## src/rtl/fc_mac_share_arbiter.sv

```systemverilog
// fc_mac_share_arbiter: round-robin time-sharing of one pipelined saturating MAC
// between two FC row-job requesters, with optional ReLU and per-requester result registers.
module fc_mac_share_arbiter #(
   parameter int         WIDTH   = 16,
   parameter int         LEN_W   = 6,
   parameter int         MAC_LAT = 3,
   parameter logic [1:0] RELU    = 2'b00
) (
   input  logic             clk,
   input  logic             reset,
   input  logic [1:0]       req_valid,
   input  logic [LEN_W-1:0] req_len0,
   input  logic [LEN_W-1:0] req_len1,
   output logic [1:0]       req_ready,
   input  logic [WIDTH-1:0] op_a0,
   input  logic [WIDTH-1:0] op_b0,
   input  logic [WIDTH-1:0] op_a1,
   input  logic [WIDTH-1:0] op_b1,
   input  logic [1:0]       op_valid,
   output logic [1:0]       op_ready,
   output logic             mac_clr,
   output logic [WIDTH-1:0] mac_a,
   output logic [WIDTH-1:0] mac_b,
   output logic             mac_valid_in,
   input  logic [WIDTH-1:0] mac_f,
   output logic [WIDTH-1:0] res_data0,
   output logic [WIDTH-1:0] res_data1,
   output logic [1:0]       res_valid,
   input  logic [1:0]       res_ready,
   output logic             busy
);
   localparam int DW = $clog2(MAC_LAT + 1);
   typedef enum logic [1:0] {IDLE, CLEAR, STREAM, DRAIN} state_t;
   state_t           state_q, state_d;
   logic             owner_q, owner_d, last_q, last_d, grant, cap;
   logic [LEN_W-1:0] rem_q, rem_d;
   logic [DW-1:0]    drain_q, drain_d;
   logic [1:0]       elig, res_valid_q, own_oh;
   logic [WIDTH-1:0] res_q [2];
   logic [WIDTH-1:0] result;
   // A requester still holding an unread result must not overwrite it.
   assign elig   = req_valid & ~res_valid_q;
   assign grant  = (&elig) ? ~last_q : elig[1];
   assign own_oh = owner_q ? 2'b10 : 2'b01;
   assign result = (RELU[owner_q] && mac_f[WIDTH-1]) ? '0 : mac_f;
   assign op_ready     = (!reset && state_q == STREAM && rem_q != '0) ? own_oh : 2'b00;
   assign mac_valid_in = |(op_valid & op_ready);
   assign mac_a   = (state_q == STREAM) ? (owner_q ? op_a1 : op_a0) : '0;
   assign mac_b   = (state_q == STREAM) ? (owner_q ? op_b1 : op_b0) : '0;
   assign mac_clr = reset | (state_q == CLEAR);
   assign busy    = state_q != IDLE;
   assign res_valid = res_valid_q;
   assign res_data0 = res_q[0];
   assign res_data1 = res_q[1];
   always_comb begin
      state_d   = state_q;
      owner_d   = owner_q;
      last_d    = last_q;
      rem_d     = rem_q;
      drain_d   = drain_q;
      cap       = 1'b0;
      req_ready = 2'b00;
      case (state_q)
         IDLE: if (|elig) begin
            owner_d   = grant;
            last_d    = grant;
            rem_d     = grant ? req_len1 : req_len0;
            req_ready = grant ? 2'b10 : 2'b01;
            state_d   = CLEAR;
         end
         CLEAR: begin
            drain_d = DW'(MAC_LAT - 1);
            state_d = (rem_q != '0) ? STREAM : DRAIN;
         end
         STREAM: if (mac_valid_in) begin
            rem_d = rem_q - LEN_W'(1);
            if (rem_q == LEN_W'(1)) begin
               drain_d = DW'(MAC_LAT - 1);
               state_d = DRAIN;
            end
         end
         DRAIN: begin
            drain_d = drain_q - DW'(1);
            if (drain_q == '0) begin
               cap     = 1'b1;
               state_d = IDLE;
            end
         end
         default: state_d = IDLE;
      endcase
      if (reset) req_ready = 2'b00;
   end
   always_ff @(posedge clk) begin
      if (reset) begin
         state_q <= IDLE;
         owner_q <= 1'b0;
         last_q  <= 1'b1;
         rem_q   <= '0;
         drain_q <= '0;
      end else begin
         state_q <= state_d;
         owner_q <= owner_d;
         last_q  <= last_d;
         rem_q   <= rem_d;
         drain_q <= drain_d;
      end
   end
   // Capture takes priority over a same-edge consume of the same register.
   always_ff @(posedge clk) begin
      for (int r = 0; r < 2; r++) begin
         if (reset) begin
            res_valid_q[r] <= 1'b0;
            res_q[r]       <= '0;
         end else if (cap && owner_q == 1'(r)) begin
            res_valid_q[r] <= 1'b1;
            res_q[r]       <= result;
         end else if (res_ready[r]) begin
            res_valid_q[r] <= 1'b0;
         end
      end
   end
endmodule
```

## config.mk

```make
export PLATFORM = sky130hd
export DESIGN_NAME = fc_mac_share_arbiter
export DESIGN_NICKNAME = d
export VERILOG_FILES = /design/src/rtl/fc_mac_share_arbiter.sv
export SDC_FILE = /design/constraint.sdc
export NUM_CORES = 1
export LEC_CHECK = 0
export ABC_AREA = 1
export BUFFER_PORTS_ARGS = -buffer_cell sky130_fd_sc_hd__buf_2
export CAP_MARGIN = 20
export CORE_AREA = 2 2 84 86
export CTS_CLUSTER_DIAMETER = 120
export DETAILED_ROUTE_END_ITERATION = 10
export DIE_AREA = 0 0 86 88
export GPL_TIMING_DRIVEN = 0
export HOLD_SLACK_MARGIN = 0.02
export PLACE_DENSITY = 0.83
export SLEW_MARGIN = 30
export SYNTH_ARGS = -nofsm -noshare
export SYNTH_HDL_FRONTEND = slang
export SYNTH_SLANG_ARGS = --single-unit
```

## constraint.sdc

```tcl
create_clock -name clk -period 2.15 [get_ports clk]
set_clock_uncertainty 0.2 [all_clocks]
set_input_delay 0.1075 -clock clk [delete_from_list [all_inputs] [get_ports clk]]
set_output_delay 0.1075 -clock clk [all_outputs]
set_load 0.02 [all_outputs]
```

==> key figures <==
Synth
  • Count of cell types in the netlist: 26
  • Post-Synthesis Cells: ~350
  • Synthesized cell area: around 2600 um2
  • Synth Area per Inst: about 7.5 um2
  • Register area share after synthesis: 0.474
  • Syn. warnings: 0
  • Syn_nets: ~460
  • #FFs+latches synth: between 40 and 50

Clock network
  • Clk root buf: clkbuf_8
  • TritonCTS clock tree: yes
  • Clk sinks: 46
  • Post-CTS Setup Bufs: 0
  • Clock Path Buffers: 2
  • Num CTS Buffers: 5
  • Worst skew pair latency: approximately 300 ps
  • CTS H-tree lvls: 2
  • Worst-path clk slew: roughly 90 ps

Timing
  • Relative slew slack: 0.716
  • TNS Setup: 0 ps
  • Final Hold Slack: between 40 and 50 ps
  • Final period util: 0.934
  • Slew Limit Fails: 0
  • Final-report setup violation count: 0
  • Slew @ Worst Pin: approximately 430 ps
  • Max Freq: between 400 and 500 MHz
  • Final Hold Violating Endpoints: 0
  • Minimum clock period: 2010 ps

Worst setup path
  • Worst Setup Start Kind: register
  • Worst Path Required: 1840 ps
  • Reg2Reg Depth: 4
  • Worst Setup SP: state_q[0]
  • Critical Path AT: approximately 1700 ps
  • Crit. End Element: primary output
  • CP Max Fanout: 10
  • Reg2reg start: state_q[0]
  • Worst r2r dst: res_q[0][14]
  • Reg-to-reg setup timing slack: between 200 and 300 ps
  • Crit path kind: reg -> out

Detailed routing
  • Via count: just under 3000
  • Residual DRC: 1
  • Violation count after the first detailed-route iteration: around 160
  • Drt total wl: approximately 8000 um
  • DRT Pass-1 Iters: 7
  • Routed length per instance: about 13 um
  • DRT antenna net count: 0
  • Vias per cell: between 4 and 5

Power and ir drop
  • Max IR drop VDD: between 300 and 400 uV
  • Power per Cell Area: 956 nW/um2
  • LEAKAGE: roughly 0.0021 uW

Min path
  • Hold Path Depth: 7
  • Worst min-delay path category: in -> reg
  • Worst hold endpoint: rem_q[3]
  • Hold Startpoint: req_len1[3]

Global route
  • Vias in the first global route: 2781
  • Largest net degree at the start of global routing: 17
  • Initial antenna violation count: 0
  • Total grt overflow: 0
  • Global-route wire length before repair: between 10000 and 15000 um
  • Tot GR Track Use: 0.209

Floorplan
  • Die footprint: 7570 um2
  • # IOs: 173
  • Die Span X: approximately 86 um
  • Initial Utilization: 0.394
  • Die Y: between 80 and 90 um
  • Core ar.: between 6000 and 7000 um2
  • Row cnt: 30

Outcome
  • Outcome: finished, violations left
  • Failing checks: design-rule violations

Placed design
  • DP Wirelength: about 6000 um
  • Port Buffer Count: ~170
  • GP Congestion: approximately 0.86
  • Inst Count DP: 602

Finish
  • Diode count: 0
  • Finished Layout Cells: 629
  • Layout Nets: approximately 660
  • Share of layout cells above drive strength 1: 0.370
  • Layout area overhead: 49.1%

Run
  • Max cap viols: 0
-- how the worst max path moves through the flow --
| stage | end | slack (ps) | depth (start not counted) |
|---|---|---|---|
| 6_report | mac_b[5] | 140 | 7 |
| 2_1_floorplan | mac_a[0] | 380 | 6 |
| 3_3_place_gp | mac_a[11] | 160 | 7 |
| 4_1_cts | mac_b[5] | 20 | 7 |
| 3_5_place_dp | mac_a[11] | 90 | 7 |
| 5_1_grt | mac_a[8] | -10 | 7 |
-- cells in the mapped netlist (all sizes together) --
master  instances  area, um2
a21oi           4       20.0
o21ai          43        215
inv            36        138
nor3            3       15.0
nand4           3       18.8
nand3          11       70.1
ha              8        100
buf             6       32.5
o221ai          1       8.76
nand2          43        164
or2             3       18.8
xor2            1       8.76
dfxtp          14        280
edfxtp         32        961
xnor2           2       17.5
nor2          129        494
clkbuf          9       33.8
o31ai           2       15.0
o21bai          1       7.51
-- cells in the final DEF (no fill, tap or decap), drive strengths merged, types with 4 or more instances in the layout --
cell type | netlist | final
clkbuf | 9 | 13
nand2 | 43 | 43
inv | 36 | 37
dlygate4sd3 | 0 | 19
ha | 8 | 8
o21ai | 43 | 43
edfxtp | 32 | 32
nand3 | 11 | 11
buf | 6 | 178
nor2 | 129 | 129
dfxtp | 14 | 14
a21oi | 4 | 4
-- flip-flops by register name (all words and copies together), names as in the netlist --
| register | flops |
|---|---|
| drain_q | 2 |
| last_q | 1 |
| owner_q | 1 |
| rem_q | 6 |
| res_q | 32 |
| res_valid | 2 |
| state_q | 2 |
-- logic make-up after synthesis --
family / Yosys count / share of synthesized area
xor+xnor: 3 / 0.0100
flops: 46 / 0.474
compound gates: 51 / 0.102
buf+inv: 51 / 0.0779
fa+ha+maj: 8 / 0.0382
simple gates: 192 / 0.298
-- power by group --
part | switching (uW) | leakage, uW | internal [uW] | total [uW]
logic | 1190 | 0.00162 | 669 | 1860
registers | 120 | 0.000447 | 1110 | 1230
clock network | 300 | 0.0000585 | 348 | 648
total | 1610 | 0.00212 | 2120 | 3730
-- final cells by class --
class | count | area (um2)
Multi-Input combinational cell | 254 | 1190
Fill cell | 572 | 2740
Timing Repair Buffer | 190 | 1050
Clock inverter | 3 | 43.8
Sequential cell | 46 | 1240
Inverter | 36 | 138
Clock buffer | 5 | 68.8
Buffer | 15 | 80.1
Tap cell | 80 | 100
-- per-stage QoR --
step / instance area [um2] / setup WS (ps) / util / total power [uW]
detailed placement: 3570 / 91.2 / 0.538 / 3020
floorplan: 2620 / 377 / - / 2490
CTS: 3890 / 19.1 / 0.586 / 3730
global route: 3900 / -13.2 / 0.588 / 4030
global placement: 3570 / 163 / 0.538 / 2970
finish: 3900 / 143 / 0.588 / 3730
-- repair_timing --
item	CTS	global route
resized for setup	7	6
hold endpoints to repair	35	0
hold buffers	19	0
setup endpoints to repair	30	31
-- worst max-delay path, cell delays in order, from the launching register on --
cell      delay (ps)
dfxtp_1          360
inv_2            110
ha_4             180
buf_4            180
clkbuf_4         190
o21ai_0           90
nor2_1           120
buf_2            170
-- layer usage --
metal  part of all wire  GRT usage  up-vias  wire [um]
li1                   -          -     1513          -
met1               0.40      0.232     1308       3200
met2               0.50      0.385      146       3980
met3              0.082     0.0471       18        653
met4              0.021     0.0808        0        172
met5                  0          0        -          0
Power figures use the tool's default switching activity.
